File: src/rtl/inv_round_counter_a_if.sv
// Control bundle between the inverse-cipher datapath controller and the round sequencer.
// The master drives start/key length/stall/abort; the sequencer answers with the round strobes and status.
interface inv_round_counter_a_if #(
  parameter int ROUND_W = 5
);
  logic               i_start;
  logic [1:0]         i_key_len;
  logic               i_stall;
  logic               i_abort;
  logic [ROUND_W-1:0] o_round;
  logic               o_round_valid;
  logic               o_last_round;
  logic               o_busy;
  logic               o_done;

  modport master (
    output i_start, i_key_len, i_stall, i_abort,
    input  o_round, o_round_valid, o_last_round, o_busy, o_done
  );

  modport slave (
    input  i_start, i_key_len, i_stall, i_abort,
    output o_round, o_round_valid, o_last_round, o_busy, o_done
  );
endinterface

File: src/rtl/inv_round_counter_a.sv
// AES inverse-cipher round sequencer: counts the round-key index down from Nr to 0,
// one strobe per CYCLES_PER_ROUND cycles, with start/busy/done, stall and abort.
module inv_round_counter_a #(
  parameter int CYCLES_PER_ROUND = 2,
  parameter int ROUND_W          = 5
) (
  input  logic                 i_clk,
  input  logic                 i_reset,
  inv_round_counter_a_if.slave bus
);

  generate
    if (CYCLES_PER_ROUND < 1 || CYCLES_PER_ROUND > 4 || ROUND_W < 4) begin : g_bad_params
      $error("inv_round_counter_a: CYCLES_PER_ROUND must be 1..4 and ROUND_W at least 4");
    end
  endgenerate

  typedef enum logic [1:0] {
    IDLE = 2'd0,
    RUN  = 2'd1,
    DONE = 2'd2
  } state_t;

  localparam logic [1:0] PHASE_LAST = 2'(CYCLES_PER_ROUND - 1);

  state_t     state_reg, state_next;
  logic [1:0] phase_reg, phase_next;
  // The round register doubles as the latched Nr: it is loaded with Nr and only ever counts down.
  logic [3:0] round_reg, round_next;
  logic       valid_reg, valid_next;
  logic       last_reg,  last_next;
  logic       busy_reg,  busy_next;
  logic       done_reg,  done_next;
  logic [3:0] nr_decoded;

  always_comb begin
    case (bus.i_key_len)
      2'b01:   nr_decoded = 4'd12;
      2'b10:   nr_decoded = 4'd14;
      default: nr_decoded = 4'd10;
    endcase
  end

  always_ff @(posedge i_clk or negedge i_reset) begin
    if (!i_reset) begin
      state_reg <= IDLE;
      phase_reg <= '0;
      round_reg <= '0;
      valid_reg <= 1'b0;
      last_reg  <= 1'b0;
      busy_reg  <= 1'b0;
      done_reg  <= 1'b0;
    end else begin
      state_reg <= state_next;
      phase_reg <= phase_next;
      round_reg <= round_next;
      valid_reg <= valid_next;
      last_reg  <= last_next;
      busy_reg  <= busy_next;
      done_reg  <= done_next;
    end
  end

  always_comb begin
    state_next = state_reg;
    phase_next = phase_reg;
    round_next = round_reg;
    valid_next = 1'b0;
    last_next  = 1'b0;
    busy_next  = busy_reg;
    done_next  = 1'b0;

    if (bus.i_abort) begin
      state_next = IDLE;
      phase_next = '0;
      round_next = '0;
      busy_next  = 1'b0;
    end else begin
      case (state_reg)
        IDLE: begin
          if (bus.i_start) begin
            state_next = RUN;
            phase_next = '0;
            round_next = nr_decoded;
            valid_next = 1'b1;
            busy_next  = 1'b1;
          end
        end
        RUN: begin
          if (!bus.i_stall) begin
            if (phase_reg == PHASE_LAST) begin
              phase_next = '0;
              round_next = round_reg - 4'd1;
              valid_next = 1'b1;
              // round_reg never reaches 0 inside RUN, so the decrement cannot wrap.
              if (round_reg == 4'd1) begin
                last_next  = 1'b1;
                state_next = DONE;
              end
            end else begin
              phase_next = phase_reg + 2'd1;
            end
          end
        end
        DONE: begin
          // DONE is the round-0 strobe cycle; the done pulse lands in the following (idle) cycle,
          // which is where a back-to-back start is accepted.
          state_next = IDLE;
          phase_next = '0;
          round_next = '0;
          busy_next  = 1'b0;
          done_next  = 1'b1;
        end
        default: begin
          state_next = IDLE;
          phase_next = '0;
          round_next = '0;
          busy_next  = 1'b0;
        end
      endcase
    end
  end

  assign bus.o_round[3:0]  = round_reg;
  assign bus.o_round_valid = valid_reg;
  assign bus.o_last_round  = last_reg;
  assign bus.o_busy        = busy_reg;
  assign bus.o_done        = done_reg;

  genvar gi;
  generate
    for (gi = 4; gi < ROUND_W; gi++) begin : g_round_upper
      assign bus.o_round[gi] = 1'b0;
    end
  endgenerate

endmodule

File: src/flat_wrapper.sv
// flat-port wrapper written by rule: the top's interface ports become plain ports
module inv_round_counter_a_flat 
#(
  parameter int CYCLES_PER_ROUND = 2,
  parameter int ROUND_W          = 5
)
  (i_clk, i_reset, bus_i_start, bus_i_key_len, bus_i_stall, bus_i_abort, bus_o_round, bus_o_round_valid, bus_o_last_round, bus_o_busy, bus_o_done);
  inv_round_counter_a_if #(.ROUND_W(ROUND_W)) bus_i ();
  input  logic i_clk;
  input  logic i_reset;
  input wire logic [$bits(bus_i.i_start)-1:0] bus_i_start;
  input wire logic [$bits(bus_i.i_key_len)-1:0] bus_i_key_len;
  input wire logic [$bits(bus_i.i_stall)-1:0] bus_i_stall;
  input wire logic [$bits(bus_i.i_abort)-1:0] bus_i_abort;
  output wire logic [$bits(bus_i.o_round)-1:0] bus_o_round;
  output wire logic [$bits(bus_i.o_round_valid)-1:0] bus_o_round_valid;
  output wire logic [$bits(bus_i.o_last_round)-1:0] bus_o_last_round;
  output wire logic [$bits(bus_i.o_busy)-1:0] bus_o_busy;
  output wire logic [$bits(bus_i.o_done)-1:0] bus_o_done;
  assign bus_i.i_start = bus_i_start;
  assign bus_i.i_key_len = bus_i_key_len;
  assign bus_i.i_stall = bus_i_stall;
  assign bus_i.i_abort = bus_i_abort;
  assign bus_o_round = bus_i.o_round;
  assign bus_o_round_valid = bus_i.o_round_valid;
  assign bus_o_last_round = bus_i.o_last_round;
  assign bus_o_busy = bus_i.o_busy;
  assign bus_o_done = bus_i.o_done;
  inv_round_counter_a #(.CYCLES_PER_ROUND(CYCLES_PER_ROUND), .ROUND_W(ROUND_W)) u_core (.i_clk(i_clk), .i_reset(i_reset), .bus(bus_i));
endmodule
File: config.mk
export PLATFORM = sky130hd
export DESIGN_NAME = inv_round_counter_a_flat
export DESIGN_NICKNAME = d
export VERILOG_FILES = /design/src/rtl/inv_round_counter_a_if.sv /design/src/rtl/inv_round_counter_a.sv /design/src/flat_wrapper.sv
export SDC_FILE = /design/constraint.sdc
export NUM_CORES = 1
export LEC_CHECK = 0
export ABC_CLOCK_PERIOD_IN_PS = 1810
export BUFFER_PORTS_ARGS = -buffer_cell sky130_fd_sc_hd__buf_2
export CAP_MARGIN = 0
export CORE_UTILIZATION = 50
export DETAILED_ROUTE_END_ITERATION = 10
export PLACE_DENSITY = 0.85
export SLEW_MARGIN = 20
export SYNTH_ARGS = -nofsm -noshare
export SYNTH_HDL_FRONTEND = slang
export SYNTH_SLANG_ARGS = --single-unit
File: constraint.sdc
create_clock -name i_clk -period 1.81 [get_ports i_clk]
set_input_delay 0.0905 -clock i_clk [delete_from_list [all_inputs] [get_ports i_clk]]
set_output_delay 0.0905 -clock i_clk [all_outputs]
set_load 0.005 [all_outputs]
==> out/results.tsv <==
metric	value	unit
wire_per_inst	13.70	µm
postCtsSetupBuffers	0	
tightest_slew	0.5070	ns
whs	0.003028	ns
insertion_delay	0.28	ns
hold_path.class	primary input to flop	
fin_ws	0.3172	ns
antenna_cells	0	
grt_antenna_before_repair	0	
timing.slew.headroom	66.07	%
synth_edf_count	0	
viasPerCell	5.531	
top_layer_used	met4	
num_rows	12	
clockRootBuffer	clkbuf_4	
power_density	780.8	mW/mm²
utilization	67.09	%
grt_pass1_wl	2118	µm
ys.warnings.count	0	
wl_met2	624	µm
final_common_cell	buf_2	
status	finished, final reports clean	
die_x	38.35	µm
cts_sinks	12	
vias	542	
netlist.area_leader.share	45.45	%
core	0.001171	mm²
fin_tns_setup	0	ns
synth_area	660.6	µm²
final_cell_mix	buf_2 (14), dfrtp_1 (12), inv_1 (7)	
io_buffers	14	
synth_ff_type	dfrtp_1	
pin_count	16	
rrSetupSlack	0.32	ns
fmax	0.6699	GHz
routabilityCongestion	0.7899	
clk_pin_slew	0.08	ns
clock_path_buffers	2	
cts_max_level	1	
first_pass_iters	4	
synthTopCellsByArea	dfrtp_1 (45%), ha_1 (5.7%), nor4b_2 (4.5%)	
rsz0062_at_grt	no	
numCtsBuffers	3	
die_h	38.35	µm
critPathLaunchType	flop	
critPathMaxFanout	4	
drc_errors	0	
multi_input_area	317.8	µm²
die_area	0.001471	mm²
cts_resized	0	
crit_path_end_kind	flop	
nFillCells	97	
cts_tree	done	
cp_data_required_time	1.95	ns
max_cap_violations	0	
ys_ff_latch	12	
yosys.area.top_type	dfrtp_1	
largest_reg_flops	4	
hpwl	952.6	µm
drive_gt1_share	27.38	%
wl_met1	643	µm
syn_inst	67	
final_nets	95	
power.leakage	0.3980	nW
slew_violations	0	
seq_area_frac_synth	45.45	%
routed-wl-met3	55	µm
seq_area	300.3	µm²
ys_types	31	
start_util	56.41	%
postRouteAntennaNets	0	
syn_nets	77	
overflow	0	
area_delta_synth_final	18.94	%
crit_type	flop to flop	
ir_drop	435.3	µV
finalCritPeriodShare	82.48	%
routed_wl	1343	µm
setup_viol	0	
grt_pass1_vias	468	
worstPathArrival	1.63	ns
drtIter0Drc	12	
async_flop_share	100.0	%
grt_util_all_layers	22.44	%
grt_max_degree	13	
clock-skew-final	0.002754	ns
post-place-ws	0.3453	ns
hold_viol_final	0	
fin_crit	1.493	ns
syn_area_per_cell	9.860	µm²
## worst max-delay path: stages, from the launching register on
cell	delay (ns)
dfrtp_1	0.43
or3b_1	0.43
nor4b_2	0.36
a21oi_1	0.14
## cells by family after synthesis
family                   Yosys count  share of synthesized area, %
multiplexers                       2                         3.030
adder cells (fa/ha/maj)            3                         5.682
AO/OA/AOI/OAI                     12                         11.56
other                              1                        0.5676
buffers and inverters             10                         6.439
flip-flops                        12                         45.45
AND/OR/NAND/NOR                   25                         24.62
XOR/XNOR                           2                         2.652
## cells in the mapped netlist, drive strengths merged (2+ instances only)
| master | count |
|---|---|
| a21oi | 4 |
| and3 | 2 |
| buf | 2 |
| dfrtp | 12 |
| ha | 3 |
| inv | 7 |
| mux2i | 2 |
| nand2 | 3 |
| nor2 | 6 |
| nor2b | 2 |
| nor3b | 3 |
| nor4b | 2 |
| o21ai | 2 |
| xnor2 | 2 |
## what timing repair did
action / in CTS / in global routing
setup endpoints to repair: 0 / 0
hold buffers: 1 / 0
endpoints found under the hold margin: 12 / 0
## layout make-up
cell class	instances	area share, %
sequential	12	38.22
timing repair buffer	16	11.15
inverter	7	3.344
multi-input combinational	45	40.45
tap	14	2.229
clock buffer	4	4.618
## path summary, 6_finish.rpt
path	start	to	cells past startpoint
min in group asynchronous	i_reset	u_core.bus.o_last_round	2
hold reg to reg	u_core.bus.o_busy	u_core.bus.o_busy	2
setup / recovery	u_core.phase_reg[1]	u_core.state_reg[0]	3
setup reg to reg	u_core.phase_reg[1]	u_core.state_reg[0]	3
hold / removal	bus_i_abort	u_core.bus.o_done	2
max in group asynchronous	i_reset	u_core.phase_reg[1]	2
## where the power goes
part / internal [W] / switching [W]
Clock: 0.000122 / 0.0000979
Combinational: 0.0000425 / 0.0000501
Sequential: 0.000282 / 0.0000191
## metrics by stage
stage          instances  instance area [µm²]  total power, W
2_1_floorplan         67                660.6       0.0003565
3_3_place_gp          93                739.5       0.0003917
3_5_place_dp          93                739.5       0.0003955
4_1_cts               98                785.8       0.0006136
5_1_grt               98                785.8       0.0006439
6_report              98                785.8       0.0006135
## metal layers
metal	global-route usage [%]	vias up
met5	0	-
met1	29.59	259
li1	-	264
met2	33.47	15
met4	10.34	0
met3	6.977	4
Note: power is estimated with default switching activity, not from simulation.
